`config.mk`:
```
export PLATFORM = sky130hd
export DESIGN_NAME = mem_arbiter_flat
export DESIGN_NICKNAME = d
export VERILOG_FILES = /design/src/rtl/mem_arbiter_if.sv /design/src/rtl/mem_arbiter.sv /design/src/flat_wrapper.sv
export SDC_FILE = /design/constraint.sdc
export NUM_CORES = 1
export LEC_CHECK = 0
export BUFFER_PORTS_ARGS = -buffer_cell sky130_fd_sc_hd__buf_4
export CORE_ASPECT_RATIO = 0.6
export CORE_MARGIN = 2
export CORE_UTILIZATION = 40
export CTS_CLUSTER_DIAMETER = 50
export DETAILED_ROUTE_END_ITERATION = 10
export MAX_ROUTING_LAYER = met4
export PLACE_DENSITY_LB_ADDON = 0.1
export SYNTH_ARGS = -nofsm -noshare
export SYNTH_HDL_FRONTEND = slang
export SYNTH_SLANG_ARGS = --single-unit
```
`constraint.sdc`:
```
create_clock -name clk -period 1.4 [get_ports clk]
set_input_delay 0.07 -clock clk [delete_from_list [all_inputs] [get_ports clk]]
set_output_delay 0.07 -clock clk [all_outputs]
set_load 0.005 [all_outputs]
```
`src/rtl/mem_arbiter_if.sv`:
```
// Bus bundle between the fetch/data requesters, the arbiter and the shared memory.
// The master modport is the arbiter's view; slave is the view of the surrounding system.
interface mem_arbiter_if #(
  parameter int WIDTH = 32
);
  logic             if_req;
  logic [WIDTH-1:0] if_addr;
  logic [WIDTH-1:0] if_rdata;
  logic             if_ready;

  logic             dm_req;
  logic             dm_we;
  logic [WIDTH-1:0] dm_addr;
  logic [WIDTH-1:0] dm_wdata;
  logic [2:0]       dm_mode;
  logic [WIDTH-1:0] dm_rdata;
  logic             dm_ready;

  logic             mem_req;
  logic             mem_we;
  logic [WIDTH-1:0] mem_addr;
  logic [WIDTH-1:0] mem_wdata;
  logic [2:0]       mem_mode;
  logic [WIDTH-1:0] mem_rdata;
  logic             mem_ack;

  logic             stall;
  logic             err;

  modport master (
    input  if_req, if_addr, dm_req, dm_we, dm_addr, dm_wdata, dm_mode,
           mem_rdata, mem_ack,
    output if_rdata, if_ready, dm_rdata, dm_ready,
           mem_req, mem_we, mem_addr, mem_wdata, mem_mode, stall, err
  );

  modport slave (
    output if_req, if_addr, dm_req, dm_we, dm_addr, dm_wdata, dm_mode,
           mem_rdata, mem_ack,
    input  if_rdata, if_ready, dm_rdata, dm_ready,
           mem_req, mem_we, mem_addr, mem_wdata, mem_mode, stall, err
  );
endinterface

```
`src/rtl/mem_arbiter.sv`:
```
// Arbitrates instruction-fetch and data requests onto one single-port memory,
// with round-robin tie-breaking, a wait-cycle timeout and a sticky error flag.
module mem_arbiter #(
  parameter int WIDTH   = 32,
  parameter int TIMEOUT = 16
) (
  input logic            clk,
  input logic            rst,
  mem_arbiter_if.master  bus
);

  localparam logic [1:0] IDLE  = 2'd0;
  localparam logic [1:0] DATA  = 2'd1;
  localparam logic [1:0] FETCH = 2'd2;

  localparam int            CW       = (TIMEOUT > 1) ? $clog2(TIMEOUT) : 1;
  localparam logic [CW-1:0] CNT_LAST = CW'(TIMEOUT - 1);

  logic [1:0]       state_reg;
  logic [CW-1:0]    wait_cnt_reg;
  logic             last_grant_dm_reg;
  logic             mem_req_reg;
  logic             mem_we_reg;
  logic [WIDTH-1:0] mem_addr_reg;
  logic [WIDTH-1:0] mem_wdata_reg;
  logic [2:0]       mem_mode_reg;
  logic [WIDTH-1:0] if_rdata_reg;
  logic             if_ready_reg;
  logic [WIDTH-1:0] dm_rdata_reg;
  logic             dm_ready_reg;
  logic             err_reg;

  logic if_pend;
  logic dm_pend;
  logic grant_dm;
  logic grant_if;
  logic timeout_hit;

  // A requester whose ready pulse is showing is still holding req; skip it.
  always_comb begin
    if_pend     = bus.if_req & ~if_ready_reg;
    dm_pend     = bus.dm_req & ~dm_ready_reg;
    grant_dm    = dm_pend & (~if_pend | ~last_grant_dm_reg);
    grant_if    = if_pend & ~grant_dm;
    timeout_hit = (wait_cnt_reg == CNT_LAST);
  end

  always_ff @(posedge clk) begin
    if (rst) begin
      state_reg         <= IDLE;
      wait_cnt_reg      <= '0;
      last_grant_dm_reg <= 1'b0;
      mem_req_reg       <= 1'b0;
      mem_we_reg        <= 1'b0;
      mem_addr_reg      <= '0;
      mem_wdata_reg     <= '0;
      mem_mode_reg      <= 3'b000;
      if_rdata_reg      <= '0;
      if_ready_reg      <= 1'b0;
      dm_rdata_reg      <= '0;
      dm_ready_reg      <= 1'b0;
      err_reg           <= 1'b0;
    end else begin
      if_ready_reg <= 1'b0;
      dm_ready_reg <= 1'b0;
      case (state_reg)
        IDLE: begin
          if (grant_dm) begin
            state_reg         <= DATA;
            mem_req_reg       <= 1'b1;
            mem_we_reg        <= bus.dm_we;
            mem_addr_reg      <= bus.dm_addr;
            mem_wdata_reg     <= bus.dm_wdata;
            mem_mode_reg      <= bus.dm_mode;
            last_grant_dm_reg <= 1'b1;
            wait_cnt_reg      <= '0;
          end else if (grant_if) begin
            state_reg         <= FETCH;
            mem_req_reg       <= 1'b1;
            mem_we_reg        <= 1'b0;
            mem_addr_reg      <= bus.if_addr;
            mem_wdata_reg     <= '0;
            mem_mode_reg      <= 3'b010;
            last_grant_dm_reg <= 1'b0;
            wait_cnt_reg      <= '0;
          end
        end
        DATA, FETCH: begin
          // Ack wins over a coinciding timeout; a timeout completes with zero data.
          if (bus.mem_ack || timeout_hit) begin
            state_reg   <= IDLE;
            mem_req_reg <= 1'b0;
            if (state_reg == DATA) begin
              dm_ready_reg <= 1'b1;
              dm_rdata_reg <= (bus.mem_ack && !mem_we_reg) ? bus.mem_rdata : '0;
            end else begin
              if_ready_reg <= 1'b1;
              if_rdata_reg <= bus.mem_ack ? bus.mem_rdata : '0;
            end
            if (!bus.mem_ack) begin
              err_reg <= 1'b1;
            end
          end else begin
            wait_cnt_reg <= wait_cnt_reg + 1'b1;
          end
        end
        default: begin
          state_reg   <= IDLE;
          mem_req_reg <= 1'b0;
        end
      endcase
    end
  end

  assign bus.mem_req   = mem_req_reg;
  assign bus.mem_we    = mem_we_reg;
  assign bus.mem_addr  = mem_addr_reg;
  assign bus.mem_wdata = mem_wdata_reg;
  assign bus.mem_mode  = mem_mode_reg;
  assign bus.if_rdata  = if_rdata_reg;
  assign bus.if_ready  = if_ready_reg;
  assign bus.dm_rdata  = dm_rdata_reg;
  assign bus.dm_ready  = dm_ready_reg;
  assign bus.err       = err_reg;
  assign bus.stall     = (bus.if_req & ~if_ready_reg) | (bus.dm_req & ~dm_ready_reg);

endmodule

```
`src/flat_wrapper.sv`:
```
// flat-port wrapper written by rule: the top's interface ports become plain ports
module mem_arbiter_flat 
#(
  parameter int WIDTH   = 32,
  parameter int TIMEOUT = 16
)
  (clk, rst, bus_if_req, bus_if_addr, bus_dm_req, bus_dm_we, bus_dm_addr, bus_dm_wdata, bus_dm_mode, bus_mem_rdata, bus_mem_ack, bus_if_rdata, bus_if_ready, bus_dm_rdata, bus_dm_ready, bus_mem_req, bus_mem_we, bus_mem_addr, bus_mem_wdata, bus_mem_mode, bus_stall, bus_err);
  mem_arbiter_if #(.WIDTH(WIDTH)) bus_i ();
  input logic clk;
  input logic rst;
  input wire logic [$bits(bus_i.if_req)-1:0] bus_if_req;
  input wire logic [$bits(bus_i.if_addr)-1:0] bus_if_addr;
  input wire logic [$bits(bus_i.dm_req)-1:0] bus_dm_req;
  input wire logic [$bits(bus_i.dm_we)-1:0] bus_dm_we;
  input wire logic [$bits(bus_i.dm_addr)-1:0] bus_dm_addr;
  input wire logic [$bits(bus_i.dm_wdata)-1:0] bus_dm_wdata;
  input wire logic [$bits(bus_i.dm_mode)-1:0] bus_dm_mode;
  input wire logic [$bits(bus_i.mem_rdata)-1:0] bus_mem_rdata;
  input wire logic [$bits(bus_i.mem_ack)-1:0] bus_mem_ack;
  output wire logic [$bits(bus_i.if_rdata)-1:0] bus_if_rdata;
  output wire logic [$bits(bus_i.if_ready)-1:0] bus_if_ready;
  output wire logic [$bits(bus_i.dm_rdata)-1:0] bus_dm_rdata;
  output wire logic [$bits(bus_i.dm_ready)-1:0] bus_dm_ready;
  output wire logic [$bits(bus_i.mem_req)-1:0] bus_mem_req;
  output wire logic [$bits(bus_i.mem_we)-1:0] bus_mem_we;
  output wire logic [$bits(bus_i.mem_addr)-1:0] bus_mem_addr;
  output wire logic [$bits(bus_i.mem_wdata)-1:0] bus_mem_wdata;
  output wire logic [$bits(bus_i.mem_mode)-1:0] bus_mem_mode;
  output wire logic [$bits(bus_i.stall)-1:0] bus_stall;
  output wire logic [$bits(bus_i.err)-1:0] bus_err;
  assign bus_i.if_req = bus_if_req;
  assign bus_i.if_addr = bus_if_addr;
  assign bus_i.dm_req = bus_dm_req;
  assign bus_i.dm_we = bus_dm_we;
  assign bus_i.dm_addr = bus_dm_addr;
  assign bus_i.dm_wdata = bus_dm_wdata;
  assign bus_i.dm_mode = bus_dm_mode;
  assign bus_i.mem_rdata = bus_mem_rdata;
  assign bus_i.mem_ack = bus_mem_ack;
  assign bus_if_rdata = bus_i.if_rdata;
  assign bus_if_ready = bus_i.if_ready;
  assign bus_dm_rdata = bus_i.dm_rdata;
  assign bus_dm_ready = bus_i.dm_ready;
  assign bus_mem_req = bus_i.mem_req;
  assign bus_mem_we = bus_i.mem_we;
  assign bus_mem_addr = bus_i.mem_addr;
  assign bus_mem_wdata = bus_i.mem_wdata;
  assign bus_mem_mode = bus_i.mem_mode;
  assign bus_stall = bus_i.stall;
  assign bus_err = bus_i.err;
  mem_arbiter #(.WIDTH(WIDTH), .TIMEOUT(TIMEOUT)) u_core (.clk(clk), .rst(rst), .bus(bus_i));
endmodule
```
After elaboration in Yosys (flattened, before gate mapping)
Cells that the tools add are included.
{"block": "op_classes", "n_div": 0, "mux": 25, "bitwise_logic": 15, "order_cmp": 0, "add_sub_neg": 1, "n_shift": 0, "n_reduce_logical": 14, "eq_ne": 6, "multipliers": 0}
{"operator": "$mux W32", "n": 6}
{"operator": "$mux W4", "n": 3}
{"operator": "$reduce_and A3 Y1", "n": 4}
{"operator": "$not A1 Y1", "n": 9}
{"operator": "$mux W1", "n": 8}
{"operator": "$pmux W4 S2", "n": 1}
{"operator": "$mux W2", "n": 3}
{"operator": "$mux W3", "n": 2}
{"operator": "$add A4 B1 Y4 const B", "n": 1}
{"operator": "$and A1 B1 Y1", "n": 4}
{"operator": "$eq A4 B4 Y1 const B", "n": 1}
{"operator": "$pmux W2 S2", "n": 1}
{"operator": "$reduce_and A2 Y1", "n": 2}
{"operator": "$reduce_bool A2 Y1", "n": 2}
{"operator": "$ne A3 B1 Y1 const B", "n": 1}
{"operator": "$reduce_or A3 Y1", "n": 1}
{"operator": "$eq A2 B1 Y1 const B", "n": 1}
{"operator": "$eq A2 B2 Y1 const B", "n": 1}
{"operator": "$logic_not A2 Y1", "n": 1}
{"operator": "$ne A2 B1 Y1 const B", "n": 1}
{"operator": "$ne A2 B2 Y1 const B", "n": 1}
{"operator": "$or A1 B1 Y1", "n": 2}
{"operator": "$pmux W1 S2", "n": 1}
{"operator": "$reduce_or A2 Y1", "n": 1}
{"operator": "3 further kinds", "n": 3}
{"block": "word_totals", "register_bits": 143, "input_bits": 137, "latchBits": 0, "ramBits": 0, "mem_bits_ro": 0, "n_memories": 0}

Logic depth before layout (Yosys ltp)
{"block": "logic_depth", "depth_word": 10, "depth_mapped": 7, "ltp_nobuf": 6}

Least setup slack after synthesis
OpenSTA, ideal clock, no wires.
{"block": "synth_path", "kind": "flip-flop to flip-flop", "from": "register u_core.state_reg[0]", "to": "register u_core.mem_wdata_reg[10], in the netlist u_core.bus.mem_wdata[10]", "slack_ns": -0.064, "stages_incl_launch_ff": 8, "required_time_ns": 1.272, "arrival_ns": 1.337, "n_path_buf": 2, "setup_time_ns": 0.128, "cell_sequence": "dfxtp_1 -> inv_1 -> ha_1 -> a21bo_2 -> buf_2 -> buf_2 -> a22oi_1 -> nor2_1"}
{"block": "synth_between", "elab_chain_len": 2}
{"item": "start: declaration", "line": "mem_arbiter.sv:19", "text": "logic [1:0] state_reg;"}
{"item": "start signal: assignment", "line": "mem_arbiter.sv:50", "text": "state_reg <= IDLE;"}
{"item": "start signal: assignment", "line": "mem_arbiter.sv:69", "text": "state_reg <= DATA;"}
{"item": "start signal: assignment", "line": "mem_arbiter.sv:78", "text": "state_reg <= FETCH;"}
{"item": "$logic_not A2 Y1", "line": "mem_arbiter.sv:66", "text": "case (state_reg)"}
{"item": "$reduce_and A2 Y1 (no line)"}
{"item": "end signal: assignment", "line": "mem_arbiter.sv:73", "text": "mem_wdata_reg <= bus.dm_wdata;"}
{"item": "end: declaration", "line": "mem_arbiter.sv:25", "text": "logic [WIDTH-1:0] mem_wdata_reg;"}
Every way passes these cells.
A chain may end at the register's enable or synchronous reset.

Final worst setup path
{"block": "layout_path", "from": "register u_core.state_reg[0]", "to": "register u_core.if_rdata_reg[11], in the netlist u_core.bus.if_rdata[11]"}
{"block": "layout_between", "elab_chain_len": 3, "word_cells_on_any_way": 5}
{"item": "$eq A2 B2 Y1 or $eq A2 B1 Y1 (tied branches)", "line": "mem_arbiter.sv:66, mem_arbiter.sv:93"}
{"item": "$reduce_or A2 Y1 or $not A1 Y1 (tied branches)"}
{"item": "$reduce_and A3 Y1 (no line) (*)"}
{"item": "end signal: assignment", "line": "mem_arbiter.sv:98", "text": "if_rdata_reg <= bus.mem_ack ? bus.mem_rdata : '0;"}
{"item": "end: declaration", "line": "mem_arbiter.sv:27", "text": "logic [WIDTH-1:0] if_rdata_reg;"}
Every way passes the cells marked *; elsewhere a longest branch is shown, timed or not.

==> reports/qor.yml <==
dr.pass1.iters: 6
syn_nets: 731
fp-row-count: 33
setup_viol: 44
dp_cells: 1000
critPathMaxStageDelay_ns: 0.37
crit_fanout: 16
synth_top_area_frac: 0.520
portBuffers: 273
cts_root_buf: "clkbuf_16"
drive_gt1_frac: 0.430
tns_ns: -0.622
initial_core_util: 0.406
finalCriticalPeriod_ns: 1.45
grt_max_degree: 97
grt_pass1_wl_um: 30500
antenna_found_initial: 0
grt_util_met2: 0.456
vias_per_cell: 5.29
wl_per_cell_um: 18.9
wl_um: 22500
holdCritPathClass: "in2reg"
drt_iter0_markers: 421
overflow: 0
fin_skew_ns: 0.0148
reg2reg_slack_ns: -0.05
min_path_cells: 3
ys_async_sr_fraction: 0
fin_ws_ns: -0.0537
hp-start: "bus_mem_ack"
powerDensity_nw_per_um2: 1210
clkLatencyLatePin_ns: 0.41
vias: 6290
hpwl_um: 11400
grt_usage: 0.270
final-instance-count-excl-fill: 1188
place.gp.congestion: 0.858
place_area_um2: 7700
ys_seq_elements: 143
syn_inst: 588
crit_required_ns: 1.67
period_share: 1.04
die_area_um2: 14700
startpoint_type: "flop"
cts.sinks: 143
p_leak_nw: 4.53
antenna_cells: 0
cts_buffer_depth: 2
synth-seq-area-share: 0.520
cts_tree: "yes"
cpLargestDelayFamily: "flip-flops"
coreArea_um2: 13500
regToRegStartpoint: "u_core.state_reg[0]$_SDFFE_PP0P_"
stdcell_area_um2: 10400
path_buf_inv: 2
busiest_layer: "met2"
path_cells: "inv_4 -> ha_1 -> and2_4 -> clkbuf_16 -> a22oi_1 -> nor2_1"
io_pins: 274
cp.arrival_ns: 1.73
final_nets: 1143
ys_top_cells_by_count: "143 x dfxtp_1, 73 x nor2_1, 72 x a21oi_1, 57 x a22oi_1, 40 x nand2_1"
grt_pass1_vias: 6095
clk_pin_slew_ns: 0.06
met1_usage: 0.322
max_freq_mhz: 688
rsz0062_at_grt: "true"
ir_drop_v: 0.000760
drc: 0
holdPathEnd: "u_core.bus.err$_SDFFE_PP0P_"
max-cap-violations: 0
dp_slack_ns: -0.124
crit_path_end_kind: "flop"
r2r_cells: 6
cpMaxStageDelayCell: "dfxtp_4"
rr_endpoint: "u_core.bus.if_rdata[11]$_SDFFE_PP0P_"
area_growth_pct: 89.8
maxSlewViolCount: 0
syn_area_per_cell_um2: 9.36
ys_top_cells_by_area: "dfxtp_1 52%, a22oi_1 7.8%, a21oi_1 6.5%"
crit_type: "reg2reg"
synth_edf_count: 0
synth_cell_types: 35
yosysTopAreaCell: "dfxtp_1"
yosysMostFrequentCell: "dfxtp_1"
cts_inserted_buffers: 17
outcome: "complete, but fails checks"
violations: "negative setup slack"
worst_pin_slew_ns: 0.417
synthesis.area_um2: 5500
ant_nets: 0
use_met3: 0.0610
relSlewSlack: 0.722
cts_htree_levels: 4
die_h_um: 94.9
die_x_um: 155
hold_viol: 0
ys_warn_count: 0
synth_ff_type: "dfxtp_1"
## cells in the final DEF (no fill, tap or decap), types with 14 or more instances in the layout
| master | n |
|---|---|
| buf_4 | 281 |
| dfxtp_1 | 138 |
| dlygate4sd3_1 | 133 |
| nor2_1 | 71 |
| a21oi_1 | 61 |
| a22oi_2 | 44 |
| nand2_1 | 38 |
| nand3_1 | 33 |
| clkbuf_16 | 26 |
| mux2i_1 | 25 |
| a22oi_1 | 23 |
| o21ai_0 | 19 |
| o21ai_1 | 14 |
## worst min-delay path: stages
cell and delay, ns:
buf_4 0.14, nor2_1 0.07, o21a_1 0.16
## through the flow
stage	hold slack [ns]	utilization	power, W
floorplan	0.198	-	0.00579
global placement	0.312	0.569	0.00680
detailed placement	0.327	0.569	0.00687
CTS	0.0451	0.729	0.0122
global route	0.0778	0.771	0.0131
finish	0.0781	0.771	0.0127
## metal layers
| metal | part of all wire | vias up |
|---|---|---|
| li1 | - | 2920 |
| met1 | 0.44 | 3028 |
| met2 | 0.48 | 313 |
| met3 | 0.070 | 29 |
| met4 | 0.015 | 0 |
| met5 | 0 | - |
## cell type report
cell class                 count  area [µm²]
inverter                       6        25.0
clock buffer                  19         433
clock inverter                13         178
timing repair buffer         441        4000
fill                         863        3100
tap                          175         219
sequential                   143        2870
multi-input combinational    391        2720
## how the worst max path moves through the flow
stage	from	cells after the start	slack [ns]	to
floorplan	u_core.state_reg[0]$_SDFFE_PP0P_	7	-0.002	u_core.bus.if_rdata[12]$_SDFFE_PP0P_
global placement	u_core.wait_cnt_reg[1]$_SDFFE_PP0P_	5	-0.04	u_core.bus.dm_rdata[22]$_SDFFE_PP0P_
detailed placement	u_core.wait_cnt_reg[1]$_SDFFE_PP0P_	5	-0.12	u_core.bus.dm_rdata[20]$_SDFFE_PP0P_
CTS	u_core.state_reg[1]$_SDFFE_PP0P_	6	-0.03	u_core.bus.mem_mode[1]$_SDFFE_PP0P_
global route	u_core.state_reg[0]$_SDFFE_PP0P_	6	-0.1	u_core.bus.if_rdata[11]$_SDFFE_PP0P_
finish	u_core.state_reg[0]$_SDFFE_PP0P_	6	-0.05	u_core.bus.if_rdata[11]$_SDFFE_PP0P_
## report_power, final
| part | internal [W] | switching, W | leakage [nW] |
|---|---|---|---|
| combinational | 0.00181 | 0.00148 | 3.06 |
| sequential | 0.00441 | 0.000227 | 1.17 |
| clock | 0.00285 | 0.00187 | 0.291 |
| total | 0.00908 | 0.00358 | 4.53 |
## kinds of logic (layout without fill, tap and decap cells)
| logic type | after synthesis | count (layout) | share of synthesized area |
|---|---|---|---|
| adder cells (fa/ha/maj) | 6 | 6 | 0.0136 |
| AND/OR/NAND/NOR | 161 | 164 | 0.129 |
| AO/OA/AOI/OAI | 189 | 189 | 0.219 |
| multiplexers | 32 | 32 | 0.0582 |
| buffers and inverters | 57 | 479 | 0.0603 |
| flip-flops | 143 | 143 | 0.520 |
## timing repair
item                                    4_1_cts  5_1_grt
hold buffers                                133        0
resized for setup                            23       96
gates cloned                                  6       12
buffers inserted                              4        3
pin swaps                                     6       26
endpoints found under the hold margin       138        0
endpoints found under the setup margin      106       90
Note: power is estimated with default switching activity, not from simulation.
